--- config.mk ---
export PLATFORM = sky130hd
export DESIGN_NAME = seq_chunk_adder
export DESIGN_NICKNAME = d
export VERILOG_FILES = /design/src/rtl/seq_chunk_adder.sv
export SDC_FILE = /design/constraint.sdc
export NUM_CORES = 1
export LEC_CHECK = 0
export CAP_MARGIN = 20
export CORE_MARGIN = 5
export CORE_UTILIZATION = 37
export CTS_CLUSTER_SIZE = 10
export DETAILED_ROUTE_END_ITERATION = 7
export HOLD_SLACK_MARGIN = 0.02
export SYNTH_ARGS = -nofsm -noshare
export SYNTH_HDL_FRONTEND = slang
export SYNTH_SLANG_ARGS = --single-unit
export TNS_END_PERCENT = 10
--- constraint.sdc ---
create_clock -name clk -period 4.2 [get_ports clk]
set_clock_uncertainty 0.15 [all_clocks]
set_input_delay 0.84 -clock clk [delete_from_list [all_inputs] [get_ports clk]]
set_output_delay 0.84 -clock clk [all_outputs]
set_load 0.02 [all_outputs]
--- src/rtl/seq_chunk_adder.sv ---
// Multi-cycle WIDTH-bit add/subtract, one CHUNK-bit slice per cycle with a registered carry.
// Latency: start accepted at edge k gives done plus sum/cout/ovf after edge k+NCH.
// Backpressure: start is ignored while busy; there is no output stall.
module seq_chunk_adder #(
    parameter int WIDTH = 16,
    parameter int CHUNK = 4
) (
    input  logic             clk,
    input  logic             rst,
    input  logic             start,
    input  logic [WIDTH-1:0] a,
    input  logic [WIDTH-1:0] b,
    input  logic             cin,
    input  logic             sub,
    output logic             busy,
    output logic             done,
    output logic [WIDTH-1:0] sum,
    output logic             cout,
    output logic             ovf
);
    localparam int NCH = WIDTH / CHUNK;
    localparam int CW  = (NCH > 1) ? $clog2(NCH) : 1;
    localparam logic [CW-1:0] LAST = CW'(NCH - 1);

    typedef enum logic {IDLE, RUN} state_t;

    state_t           state_q, state_d;
    logic [WIDTH-1:0] a_q, b_q, res_q, res_d;
    logic             carry_q;
    logic [CW-1:0]    cnt_q;
    logic [CHUNK-1:0] a_ch, b_ch;
    logic [CHUNK:0]   ch_add;
    logic             accept, fin, last;

    // Operands shift right each cycle, so the active slice always sits in the low CHUNK bits
    // and the result fills in from the top.
    assign a_ch   = a_q[CHUNK-1:0];
    assign b_ch   = b_q[CHUNK-1:0];
    assign ch_add = {1'b0, a_ch} + {1'b0, b_ch} + {{CHUNK{1'b0}}, carry_q};
    assign res_d  = WIDTH'({ch_add[CHUNK-1:0], res_q} >> CHUNK);
    assign last   = (cnt_q == LAST);
    assign busy   = (state_q == RUN);

    always_ff @(posedge clk or posedge rst) begin
        if (rst) begin
            state_q <= IDLE;
        end else begin
            state_q <= state_d;
        end
    end

    always_comb begin
        state_d = state_q;
        accept  = 1'b0;
        fin     = 1'b0;
        case (state_q)
            IDLE: begin
                if (start) begin
                    accept  = 1'b1;
                    state_d = RUN;
                end
            end
            RUN: begin
                if (last) begin
                    fin     = 1'b1;
                    state_d = IDLE;
                end
            end
            default: state_d = IDLE;
        endcase
    end

    always_ff @(posedge clk or posedge rst) begin
        if (rst) begin
            a_q     <= '0;
            b_q     <= '0;
            res_q   <= '0;
            carry_q <= 1'b0;
            cnt_q   <= '0;
            done    <= 1'b0;
            sum     <= '0;
            cout    <= 1'b0;
            ovf     <= 1'b0;
        end else begin
            done <= fin;
            if (accept) begin
                a_q     <= a;
                b_q     <= b ^ {WIDTH{sub}};
                carry_q <= sub | cin;
                cnt_q   <= '0;
                res_q   <= '0;
            end else if (state_q == RUN) begin
                a_q     <= a_q >> CHUNK;
                b_q     <= b_q >> CHUNK;
                carry_q <= ch_add[CHUNK];
                res_q   <= res_d;
                cnt_q   <= last ? '0 : cnt_q + CW'(1);
            end
            // On the final slice the low bits of a_q/b_q hold the operand MSBs.
            if (fin) begin
                sum  <= res_d;
                cout <= ch_add[CHUNK];
                ovf  <= (a_ch[CHUNK-1] == b_ch[CHUNK-1]) && (ch_add[CHUNK-1] != a_ch[CHUNK-1]);
            end
        end
    end
endmodule

# After elaboration in Yosys (flattened, before gate mapping)
# Index checks and enable logic that the tools add are counted.
# word_totals
memories	0
mem_bits_rw	0
romBits	0
output_inout_bits	20
word_cells	38
regBits	71
latch_bits	0
# op_classes
n_mul	0
add_sub_neg	3
n_eq_ne	3
n_mux	17
n_reduce_logical	2
n_shift	0
order_cmp	0
bitwise	3
div	0
# ops
cell	n
16-bit 2-to-1 mux	6
16-bit bitwise XOR	1
1-bit 2-to-1 mux	7
2-bit 2-to-1 mux	3
4-bit by 4-bit adder with 5-bit output	1
5-bit by 1-bit adder with 5-bit output	1
2-bit by 1-bit adder with 2-bit output, second input constant	1
2-bit == test, second input constant	1
1-bit one-hot mux with 2 select lines	1
2-bit nonzero test	1
1-bit == test	1
1-bit logical AND	1
1-bit != test	1
1-bit NOT	1
1-bit OR	1

# Logic depth before layout (Yosys ltp)
# depth
depth_word	4
depth_mapped	5

# Least setup slack after synthesis
# OpenSTA, ideal clock, no wires.
# synth_timing
kind	register -> register
startpoint	register a_q[0]
endpoint	register res_q[14]
setup_ps	120
t_arrival_ps	1656
setup_slack_ps	2274
period_less_slack_ps	1926
path_stages_with_launch	6
required_time_ps	3930
cell_sequence	dfrtp_1 fa_1 fa_1 xnor2_1 nor2_1 a31o_2
# synth_between
elab_chain_len	4
# synth_rtl
item	line	text
start: declaration	28	logic [WIDTH-1:0] a_q, b_q, res_q, res_d;
start signal: assignment	93	a_q <= a_q >> CHUNK;
4-bit by 4-bit adder with 5-bit output	39	assign ch_add = {1'b0, a_ch} + {1'b0, b_ch} + {{CHUNK{1'b0}}, carry_q};
5-bit by 1-bit adder with 5-bit output	39	
16-bit 2-to-1 mux	92	end else if (state_q == RUN) begin
16-bit 2-to-1 mux	86	if (accept) begin
end signal: assignment	96	res_q <= res_d;
end: declaration	28	
# Every way passes these cells. The select of a mux whose other input is x is not followed.
# A chain may end at the register's enable or synchronous reset.

# Worst setup path after layout
# layout_timing
startpoint	input port sub
endpoint	register carry_q
# layout_between
elab_chain_len	2
# layout_rtl
item	line	text
start: declaration	14	input logic sub,
1-bit OR	89	carry_q <= sub | cin;
1-bit 2-to-1 mux	86	
end signal: assignment	89	
end signal: assignment	95	carry_q <= ch_add[CHUNK];
end: declaration	29	logic carry_q;
# Every way passes these cells.

==> results by group <==
Timing
  • Fin. Hold Viols: 0
  • Final setup viols: 0
  • Max Freq: 429 MHz
  • Total Neg Setup Slack: 0 ns
  • Final-report max-slew violation count: 0
  • Worst slew pin tran: 0.911 ns
  • Relative max-transition margin: 0.390
  • Crit share post-route: 0.554
  • Unrepaired setup endpoints after global routing: no
  • Final worst slack: 1.87 ns
  • Final min period: 2.33 ns

Detailed routing
  • Post-DR wirelength/cell: 13.5 um
  • Drt via density: 4.76
  • DRC: 0
  • Drt first pass iters: 4
  • DR iter-0 viols: 67
  • Routed Antenna Nets: 0
  • Wirelength, routed: 5900 um
  • Vias: 2079

Pwr
  • Power Internal: 0.00175 W
  • Flop pwr share: 0.407
  • Net Sw Frac: 0.337
  • Static leakage: 1.79 nW
  • Sw Pwr: 0.000889 W
  • Clk pwr share: 0.228
  • Combinational Power Share: 0.365
  • PD cells: 676 nW/um2
  • VDD IR-drop max: 0.296 mV

Clock network
  • Cts hold-fix bufs: 0
  • H-tree levels: 3
  • PostCTS Resize Cnt: 0
  • Clock Latency Late Sink: 0.34 ns
  • Clk buf depth: 2
  • CTS tree: built
  • Clk root buf: clkbuf_8
  • Clock sink count: 67
  • Post-CTS Setup Bufs: 0
  • Reg clk slew, reported paths: 0.07 ns
  • Cts bufs inserted: 9

Cells and area
  • Final core occ: 0.480
  • Diode count: 0
  • Fillers: 768
  • FF+latch area: 1680 um2
  • Area of the multi-input gates: 1260 um2
  • Design Area, Final: 3900 um2
  • Most frequent cells in the layout: dfrtp_1, clkdlybuf4s50_1, nand2_1
  • Most common cell after layout, fill and taps aside: dfrtp_1
  • # nets final: 370
  • Ratio of cells with drive above 1 in the final layout: 0.133
  • Layout area overhead: 27.3%

Global routing
  • GR Util met3: 0.0332
  • Initial antenna violation count: 0
  • Layer with the highest usage: met2
  • Remaining Overflow, GRT: 0
  • Global-route wire length before repair: 10200 um
  • Vias in the first global route: 2086
  • GRT Overall Usage: 0.127
  • Met1 global-route usage: 0.175
  • M2 GR Usage: 0.184
  • Pin count of the biggest net entering global routing: 84

Setup path
  • Arr. time, crit path: 2.38 ns
  • Startpoint Class: input pin
  • Worst Path Required: 4.25 ns
  • Crit Path Max Fanout: 17
  • WS Path Type: input pin to flop
  • Critical Path End Type: flop

Logic synthesis
  • Synth warn: 0
  • Synth unique cells: 33
  • Avg Cell Area, Syn: 11.2 um2
  • Sequential element share of the synthesized area: 0.547
  • Syn nets: 317
  • Mapped Cells: 274
  • Yosys reg bits: 67
  • Post-Syn Area: 3070 um2

Place
  • Dpl hpwl: 4040 um
  • Placed inst area: 3670 um2
  • Worst slack, placed: 1.50 ns
  • GPL Wtd Cong: 0.717
  • Port Buf Inserts: 56

Run
  • Max-Cap Viols: 0

Die
  • Die area: 10200 um2
  • Die Width: 101 um
  • IO Count: 57
  • Row cnt: 33
  • Vert. Die Dim: 101 um
  • Core area: 8130 um2
  • Initial core utilization: 0.377

Outcome
  • Status: finished clean

Min path
  • Min-Delay Path Class: flop to flop
==> kinds of logic (layout without fill, tap and decap cells) <==
family                   after synthesis  count (layout)  share of synthesized area
AO/OA/AOI/OAI                         54              54                      0.101
AND/OR/NAND/NOR                       66              66                     0.0906
flip-flops                            67              67                      0.547
adder cells (fa/ha/maj)                6               6                     0.0294
buffers and inverters                 22              80                     0.0404
XOR/XNOR                              17              17                     0.0486
multiplexers                          42              42                      0.143
==> state kept, by name, summed over array words and instances, names as in the netlist <==
register	flops
ovf	1
busy	1
res_q	12
cout	1
a_q	16
sum	16
cnt_q	2
carry_q	1
done	1
b_q	16
==> critical path, stage by stage <==
cell	delay, ns
clkdlybuf4s50_1	0.88
o311ai_0	0.51
o21ai_0	0.14
==> path summary, 6_finish.rpt <==
| kind | start | slack (ns) | endpoint | depth (start not counted) |
|---|---|---|---|---|
| min reg2reg | sum[14] | 0.33 | sum[14] | 2 |
| max | sub | 1.87 | carry_q | 3 |
| min | sum[14] | 0.33 | sum[14] | 2 |
| max in group asynchronous | rst | 2.32 | b_q[11] | 3 |
| max reg2reg | busy | 2.02 | sum[4] | 4 |
| min in group asynchronous | rst | 0.81 | a_q[11] | 2 |
==> power by group through the flow <==
stage / registers [W] / logic, W / clock network [W]
floorplan: 0.00115 / 0.000572 / 0
global placement: 0.00108 / 0.000954 / 0
detailed placement: 0.00109 / 0.000980 / 0
CTS: 0.00108 / 0.000983 / 0.000625
global route: 0.00112 / 0.00108 / 0.000644
finish: 0.00107 / 0.000962 / 0.000603
==> Yosys cell counts <==
cell / number / area [um2]
nand2_2: 1 / 6.26
a211oi_1: 4 / 30.0
inv_2: 1 / 3.75
dfrtp_1: 67 / 1680
xor2_1: 12 / 105
and3_4: 1 / 11.3
a21o_2: 1 / 8.76
xnor2_1: 5 / 43.8
nor2_1: 11 / 41.3
inv_1: 3 / 11.3
a22o_1: 1 / 8.76
buf_4: 4 / 30.0
o311ai_0: 1 / 8.76
a31o_1: 2 / 17.5
buf_2: 3 / 15.0
a21o_1: 1 / 7.51
or3_4: 1 / 11.3
clkbuf_1: 8 / 30.0
o21ai_0: 41 / 205
or3_1: 1 / 6.26
a21oi_1: 1 / 5.00
nand2_1: 47 / 176
mux2i_1: 28 / 280
or2_2: 1 / 6.26
a31o_2: 1 / 8.76
and3_1: 1 / 6.26
buf_6: 3 / 33.8
mux2_2: 14 / 158
and2_1: 1 / 6.26
nand2b_1: 1 / 6.26
ha_1: 4 / 50.1
a32o_1: 1 / 10.0
fa_1: 2 / 40.0
==> metrics by stage <==
| stage | total power, W | std cells | hold slack, ns |
|---|---|---|---|
| after global routing | 0.00285 | 437 | 0.358 |
| after CTS | 0.00269 | 437 | 0.338 |
| after detailed placement | 0.00207 | 421 | 0.318 |
| after global placement | 0.00204 | 421 | 0.313 |
| final | 0.00264 | 437 | 0.335 |
| after floorplan | 0.00173 | 274 | 0.299 |
==> layer usage <==
layer	vias up	share of wire
met1	987	0.47
met5	-	0
met4	0	0.013
met3	6	0.061
li1	1039	-
met2	47	0.45
==> final cells by class <==
type,instances,area share
flip-flops and latches,67,0.430
multi-input cells,185,0.324
clock inverters,5,0.0192
clock buffers,11,0.0388
repair buffers,60,0.150
inverters,4,0.00385
well taps,105,0.0337
(Power assumes the default switching activity.)
